File: src/rtl/hazard_unit_if.sv
//------------------------------------------------------------------------------
// hazard_unit_if: decode/execute usage in, forwarding/stall/flush/counters out.
// Revision: 1.0
//------------------------------------------------------------------------------
`default_nettype none

interface hazard_unit_if #(
  parameter int CNTW = 16
);
  logic [3:0]      RA1D;
  logic [3:0]      RA2D;
  logic [3:0]      WA3D;
  logic            RegWriteD;
  logic            MemtoRegD;
  logic            PCSrcD;
  logic            CondExE;
  logic            BranchTakenE;
  logic [1:0]      ForwardAE;
  logic [1:0]      ForwardBE;
  logic            StallF;
  logic            StallD;
  logic            FlushD;
  logic            FlushE;
  logic [CNTW-1:0] StallCount;
  logic [CNTW-1:0] FlushCount;

  modport master (
    output RA1D, RA2D, WA3D, RegWriteD, MemtoRegD, PCSrcD, CondExE, BranchTakenE,
    input  ForwardAE, ForwardBE, StallF, StallD, FlushD, FlushE, StallCount, FlushCount
  );

  modport slave (
    input  RA1D, RA2D, WA3D, RegWriteD, MemtoRegD, PCSrcD, CondExE, BranchTakenE,
    output ForwardAE, ForwardBE, StallF, StallD, FlushD, FlushE, StallCount, FlushCount
  );
endinterface

`default_nettype wire

File: src/rtl/hazard_unit.sv
//------------------------------------------------------------------------------
// hazard_unit: shadow E/M/W destination tracking, forwarding, stalls, flushes
// and saturating stall/flush event counters. Revision: 1.0
//------------------------------------------------------------------------------
`default_nettype none

module hazard_unit #(
  parameter int CNTW = 16
) (
  input  logic        clk,
  input  logic        reset,
  hazard_unit_if.slave hz
);

  logic [3:0]      ra1_e_q, ra2_e_q, wa3_e_q, wa3_m_q, wa3_w_q;
  logic            regwr_e_q, memtoreg_e_q, pcsrc_e_q;
  logic            regwr_m_q, pcsrc_m_q, regwr_w_q, pcsrc_w_q;
  logic [CNTW-1:0] stall_cnt_q, flush_cnt_q;

  logic            ldr_stall, pc_pending, stall_d, flush_e;
  logic [1:0]      fwd_a, fwd_b;

  always_comb begin
    ldr_stall  = memtoreg_e_q & regwr_e_q &
                 ((hz.RA1D == wa3_e_q) | (hz.RA2D == wa3_e_q));
    pc_pending = hz.PCSrcD | pcsrc_e_q | pcsrc_m_q;
    stall_d    = ~reset & ldr_stall;
    flush_e    = reset | ldr_stall | hz.BranchTakenE;
  end

  // Memory stage wins over Writeback; R15 reads the PC and is never forwarded.
  always_comb begin
    fwd_a = 2'b00;
    fwd_b = 2'b00;
    if (!reset && ra1_e_q != 4'hF) begin
      if (regwr_m_q && ra1_e_q == wa3_m_q)      fwd_a = 2'b10;
      else if (regwr_w_q && ra1_e_q == wa3_w_q) fwd_a = 2'b01;
    end
    if (!reset && ra2_e_q != 4'hF) begin
      if (regwr_m_q && ra2_e_q == wa3_m_q)      fwd_b = 2'b10;
      else if (regwr_w_q && ra2_e_q == wa3_w_q) fwd_b = 2'b01;
    end
  end

  assign hz.ForwardAE  = fwd_a;
  assign hz.ForwardBE  = fwd_b;
  assign hz.StallF     = ~reset & (ldr_stall | pc_pending);
  assign hz.StallD     = stall_d;
  assign hz.FlushD     = reset | pc_pending | pcsrc_w_q | hz.BranchTakenE;
  assign hz.FlushE     = flush_e;
  assign hz.StallCount = stall_cnt_q;
  assign hz.FlushCount = flush_cnt_q;

  always_ff @(posedge clk) begin
    if (reset) begin
      ra1_e_q      <= 4'h0;
      ra2_e_q      <= 4'h0;
      wa3_e_q      <= 4'h0;
      regwr_e_q    <= 1'b0;
      memtoreg_e_q <= 1'b0;
      pcsrc_e_q    <= 1'b0;
      wa3_m_q      <= 4'h0;
      regwr_m_q    <= 1'b0;
      pcsrc_m_q    <= 1'b0;
      wa3_w_q      <= 4'h0;
      regwr_w_q    <= 1'b0;
      pcsrc_w_q    <= 1'b0;
      stall_cnt_q  <= '0;
      flush_cnt_q  <= '0;
    end else begin
      if (flush_e) begin
        ra1_e_q      <= 4'h0;
        ra2_e_q      <= 4'h0;
        wa3_e_q      <= 4'h0;
        regwr_e_q    <= 1'b0;
        memtoreg_e_q <= 1'b0;
        pcsrc_e_q    <= 1'b0;
      end else begin
        ra1_e_q      <= hz.RA1D;
        ra2_e_q      <= hz.RA2D;
        wa3_e_q      <= hz.WA3D;
        regwr_e_q    <= hz.RegWriteD;
        memtoreg_e_q <= hz.MemtoRegD;
        pcsrc_e_q    <= hz.PCSrcD;
      end
      // A failed condition kills the write before it can be forwarded.
      wa3_m_q   <= wa3_e_q;
      regwr_m_q <= regwr_e_q & hz.CondExE;
      pcsrc_m_q <= pcsrc_e_q & hz.CondExE;
      wa3_w_q   <= wa3_m_q;
      regwr_w_q <= regwr_m_q;
      pcsrc_w_q <= pcsrc_m_q;
      if (stall_d && stall_cnt_q != '1) stall_cnt_q <= stall_cnt_q + CNTW'(1);
      if (flush_e && flush_cnt_q != '1) flush_cnt_q <= flush_cnt_q + CNTW'(1);
    end
  end

endmodule

`default_nettype wire

File: src/flat_wrapper.sv
// flat-port wrapper written by rule: the top's interface ports become plain ports
module hazard_unit_flat 
#(
  parameter int CNTW = 16
)
  (clk, reset, hz_RA1D, hz_RA2D, hz_WA3D, hz_RegWriteD, hz_MemtoRegD, hz_PCSrcD, hz_CondExE, hz_BranchTakenE, hz_ForwardAE, hz_ForwardBE, hz_StallF, hz_StallD, hz_FlushD, hz_FlushE, hz_StallCount, hz_FlushCount);
  hazard_unit_if #(.CNTW(CNTW)) hz_i ();
  input  logic clk;
  input  logic reset;
  input wire logic [$bits(hz_i.RA1D)-1:0] hz_RA1D;
  input wire logic [$bits(hz_i.RA2D)-1:0] hz_RA2D;
  input wire logic [$bits(hz_i.WA3D)-1:0] hz_WA3D;
  input wire logic [$bits(hz_i.RegWriteD)-1:0] hz_RegWriteD;
  input wire logic [$bits(hz_i.MemtoRegD)-1:0] hz_MemtoRegD;
  input wire logic [$bits(hz_i.PCSrcD)-1:0] hz_PCSrcD;
  input wire logic [$bits(hz_i.CondExE)-1:0] hz_CondExE;
  input wire logic [$bits(hz_i.BranchTakenE)-1:0] hz_BranchTakenE;
  output wire logic [$bits(hz_i.ForwardAE)-1:0] hz_ForwardAE;
  output wire logic [$bits(hz_i.ForwardBE)-1:0] hz_ForwardBE;
  output wire logic [$bits(hz_i.StallF)-1:0] hz_StallF;
  output wire logic [$bits(hz_i.StallD)-1:0] hz_StallD;
  output wire logic [$bits(hz_i.FlushD)-1:0] hz_FlushD;
  output wire logic [$bits(hz_i.FlushE)-1:0] hz_FlushE;
  output wire logic [$bits(hz_i.StallCount)-1:0] hz_StallCount;
  output wire logic [$bits(hz_i.FlushCount)-1:0] hz_FlushCount;
  assign hz_i.RA1D = hz_RA1D;
  assign hz_i.RA2D = hz_RA2D;
  assign hz_i.WA3D = hz_WA3D;
  assign hz_i.RegWriteD = hz_RegWriteD;
  assign hz_i.MemtoRegD = hz_MemtoRegD;
  assign hz_i.PCSrcD = hz_PCSrcD;
  assign hz_i.CondExE = hz_CondExE;
  assign hz_i.BranchTakenE = hz_BranchTakenE;
  assign hz_ForwardAE = hz_i.ForwardAE;
  assign hz_ForwardBE = hz_i.ForwardBE;
  assign hz_StallF = hz_i.StallF;
  assign hz_StallD = hz_i.StallD;
  assign hz_FlushD = hz_i.FlushD;
  assign hz_FlushE = hz_i.FlushE;
  assign hz_StallCount = hz_i.StallCount;
  assign hz_FlushCount = hz_i.FlushCount;
  hazard_unit #(.CNTW(CNTW)) u_core (.clk(clk), .reset(reset), .hz(hz_i));
endmodule
File: config.mk
export PLATFORM = sky130hd
export DESIGN_NAME = hazard_unit_flat
export DESIGN_NICKNAME = d
export VERILOG_FILES = /design/src/rtl/hazard_unit_if.sv /design/src/rtl/hazard_unit.sv /design/src/flat_wrapper.sv
export SDC_FILE = /design/constraint.sdc
export NUM_CORES = 1
export LEC_CHECK = 0
export ABC_AREA = 1
export ABC_CLOCK_PERIOD_IN_PS = 1700
export BUFFER_PORTS_ARGS = -buffer_cell sky130_fd_sc_hd__buf_4
export CAP_MARGIN = 25
export CORE_UTILIZATION = 55
export DETAILED_ROUTE_END_ITERATION = 16
export PLACE_DENSITY = 0.83
export RECOVER_POWER = 25
export SLEW_MARGIN = 10
export SYNTH_ARGS = -nofsm -noshare
export SYNTH_HDL_FRONTEND = slang
export SYNTH_SLANG_ARGS = --single-unit
export TNS_END_PERCENT = 5
File: constraint.sdc
create_clock -name clk -period 1.7 [get_ports clk]
set_input_delay 0.085 -clock clk [delete_from_list [all_inputs] [get_ports clk]]
set_output_delay 0.085 -clock clk [all_outputs]
set_load 0.05 [all_outputs]
==> impl_metrics.tcl <==
set metrics [dict create \
    skew_ns 0.0103 \
    p_sw_share_pct 25.5 \
    crit_fanout 3 \
    grt_start_max_net_pins 27 \
    synth.distinct_cells 32 \
    antenna_cells 0 \
    gp_congestion 0.918 \
    numCtsBuffers 9 \
    syn_inst 451 \
    cts.sinks 59 \
    vias 3188 \
    dieWidth_um 76.8 \
    firstDrtPassIters 5 \
    synth_area_per_cell_um2 6.82 \
    die_y_um 76.8 \
    final_layout_size_suffix_gt1_share_pct 31.1 \
    drt_iter0_drc 221 \
    grt_pass1_vias 2946 \
    final_cell_mix "nand2_1 (119), buf_4 (65), nor2_1 (60)" \
    synth-simple-area-share_pct 33.9 \
    max_cap_viol_count 0 \
    status "complete, no violations" \
    wl_per_cell_um 13.7 \
    io_pins 59 \
    hold_viol 0 \
    cts_tree "done" \
    core_um2 5240 \
    power_density_nw_per_um2 750 \
    cts_root_buf "clkbuf_8" \
    maxClockFrequency_mhz 598 \
    htree_levels 3 \
    cp-start-kind "flop" \
    path_class "flop to output port" \
    area_growth_pct 36.8 \
    synth_area_um2 3080 \
    relSlewSlack_pct 75.7 \
    end_kind "output port" \
    antenna_found_initial 0 \
    switchingPower_w 0.000804 \
    internal_power_w 0.00235 \
    finalPower_w 0.00316 \
    io_buffers 58 \
    pwr-share-seq_pct 45.4 \
    syn_nets 472 \
    utilization_pct 80.4 \
    start_util_pct 58.7 \
    peakVddDrop_v 0.000535 \
    dieArea_um2 5900 \
    ys_seq_area_share_pct 38.4 \
    fin_crit_sh_pct 98.4 \
    grt_pass1_wl_mm 13.0 \
    via_per_inst 5.19 \
    synthAdderAreaFrac_pct 0.813 \
    slew_violations 0 \
    synth_top_family_by_area "simple AND/OR/NAND/NOR gates" \
    dp_hpwl_mm 5.18 \
    min_period_ns 1.67 \
    ys_ff_latch 59 \
    final_common_cell "nand2_1" \
    setup_slack_ns 0.0278 \
    synth_xor_xnor_area_share_pct 7.69 \
    postRouteAntennaNets 0 \
    gr-total-overflow 0 \
    min_path_type "primary input to flop" \
    place_ws_ns 0.00544 \
    synth.area.mux_share_pct 0 \
    track_usage_pct 27.6 \
    synth_compound_area_share_pct 9.52 \
    rsz0062_at_grt "yes" \
    finalSetupViolCount 0 \
    drc 0 \
    cts.path.max_buffers 2 \
    clk_pin_slew_ns 0.07 \
    worst_pin_slew_ns 0.361 \
    ys.warnings.count 0 \
    arrival_ns 1.59 \
    rows 26 \
    totalWireLength_mm 8.40 \
    nNetsFinal 560 \
    combPwrFrac_pct 10.3 \
    clock_latency_ns 0.34 \
    required_ns 1.62 \
    power.leakage_nw 1.85 \
    clkPwrFrac_pct 44.3 \
]
[kinds of logic (layout without fill, tap and decap cells)]
| group | Yosys count | after routing |
|---|---|---|
| flip-flops | 59 | 59 |
| AND/OR/NAND/NOR | 243 | 244 |
| buffers and inverters | 71 | 163 |
| adder cells (fa/ha/maj) | 2 | 2 |
| XOR/XNOR | 27 | 27 |
| AO/OA/AOI/OAI | 49 | 49 |
[power groups by stage]
stage                     logic, W  registers (W)  clock network [W]
final                     0.000325        0.00143            0.00140
after global routing      0.000350        0.00144            0.00148
after CTS                 0.000279        0.00143            0.00140
after detailed placement  0.000242        0.00146                  0
after global placement    0.000239        0.00146                  0
after floorplan           0.000139        0.00148                  0
[cells in the mapped netlist]
| cell | n | area (µm²) |
|---|---|---|
| o22ai_1 | 5 | 31.3 |
| inv_2 | 9 | 33.8 |
| nand4_2 | 1 | 12.5 |
| nor3_1 | 5 | 25.0 |
| clkinv_1 | 1 | 3.75 |
| nand2_4 | 1 | 11.3 |
| nor3_2 | 1 | 10.0 |
| nor4_1 | 1 | 6.26 |
| nand4_1 | 4 | 25.0 |
| nor2_2 | 3 | 18.8 |
| nand2_2 | 4 | 25.0 |
| buf_8 | 1 | 15.0 |
| nand3_1 | 31 | 155 |
| xnor2_1 | 13 | 114 |
| a221oi_1 | 1 | 8.76 |
| ha_1 | 2 | 25.0 |
| nand3b_1 | 3 | 22.5 |
| a21oi_2 | 10 | 87.6 |
| buf_1 | 1 | 3.75 |
| dfxtp_1 | 59 | 1180 |
| xor2_1 | 14 | 123 |
| buf_2 | 2 | 10.0 |
| nor2_4 | 2 | 22.5 |
| inv_1 | 49 | 184 |
| clkbuf_1 | 4 | 15.0 |
| nor2_1 | 63 | 236 |
| buf_4 | 3 | 22.5 |
| nand3_2 | 1 | 10.0 |
| nand2_1 | 123 | 462 |
| o21ai_0 | 9 | 45.0 |
| buf_6 | 1 | 11.3 |
| a21oi_1 | 24 | 120 |
[worst max-delay path: stages (launching register included)]
cell	delay (ns)
dfxtp_2	0.36
inv_2	0.06
nand2_2	0.07
nand2_2	0.06
nor2_2	0.10
nand2_1	0.06
nand2_2	0.13
nand2_2	0.09
nand2_4	0.09
buf_12	0.11
buf_12	0.12
[timing repair]
action / CTS / global route
cloned: 0 / 2
hold buffers: 12 / 0
endpoints found under the hold margin: 13 / 0
pin swaps: 1 / 16
resized for setup: 12 / 46
endpoints found under the setup margin: 13 / 37
buffers inserted: 1 / 8
[metrics by stage]
step	cell area, µm²	hold slack [ns]	std cells	TNS, ns
finish	4210	0.00330	614	0
global route	4210	0.00659	614	-0.293
CTS	4030	0.00143	607	-0.00749
detailed placement	3640	0.305	578	0
global placement	3640	0.297	578	0
floorplan	3110	0.197	451	-0.617
[metal layers]
metal  share of wire [%]  global-route usage [%]
met1                  42                    34.8
met3                 7.3                    5.24
met4                 2.5                    13.5
met2                  48                    45.0
met5                   0                       0
[state kept, by name, indices dropped and copies added, names as in the netlist]
register	cells
u_core.pcsrc_w_q	1
u_core.hz.StallCount	16
u_core.ra1_e_q	4
u_core.wa3_m_q	4
u_core.regwr_w_q	1
u_core.hz.FlushCount	16
u_core.wa3_e_q	4
u_core.ra2_e_q	4
u_core.regwr_m_q	1
u_core.regwr_e_q	1
u_core.memtoreg_e_q	1
u_core.pcsrc_e_q	1
u_core.pcsrc_m_q	1
u_core.wa3_w_q	4
[final cells by class]
cell class / count / area, µm²
Clock buffer: 11 / 163
Tap cell: 70 / 87.6
Inverter: 59 / 229
Multi-Input combinational cell: 322 / 1690
Clock inverter: 5 / 58.8
Fill cell: 357 / 1030
Sequential cell: 59 / 1220
Timing Repair inverter: 1 / 6.26
Timing Repair Buffer: 87 / 753
[path summary, 6_finish.rpt]
| kind | cells after the start | to | slack [ns] | from |
|---|---|---|---|---|
| min | 3 | u_core.pcsrc_e_q | 0.003 | hz_PCSrcD |
| max reg2reg | 10 | u_core.hz.FlushCount[11] | 0.07 | u_core.hz.FlushCount[4] |
| max | 10 | hz_FlushE | 0.03 | u_core.wa3_e_q[2] |
| min reg2reg | 2 | u_core.pcsrc_w_q | 0.42 | u_core.pcsrc_m_q |
Note: power is estimated with default switching activity, not from simulation.
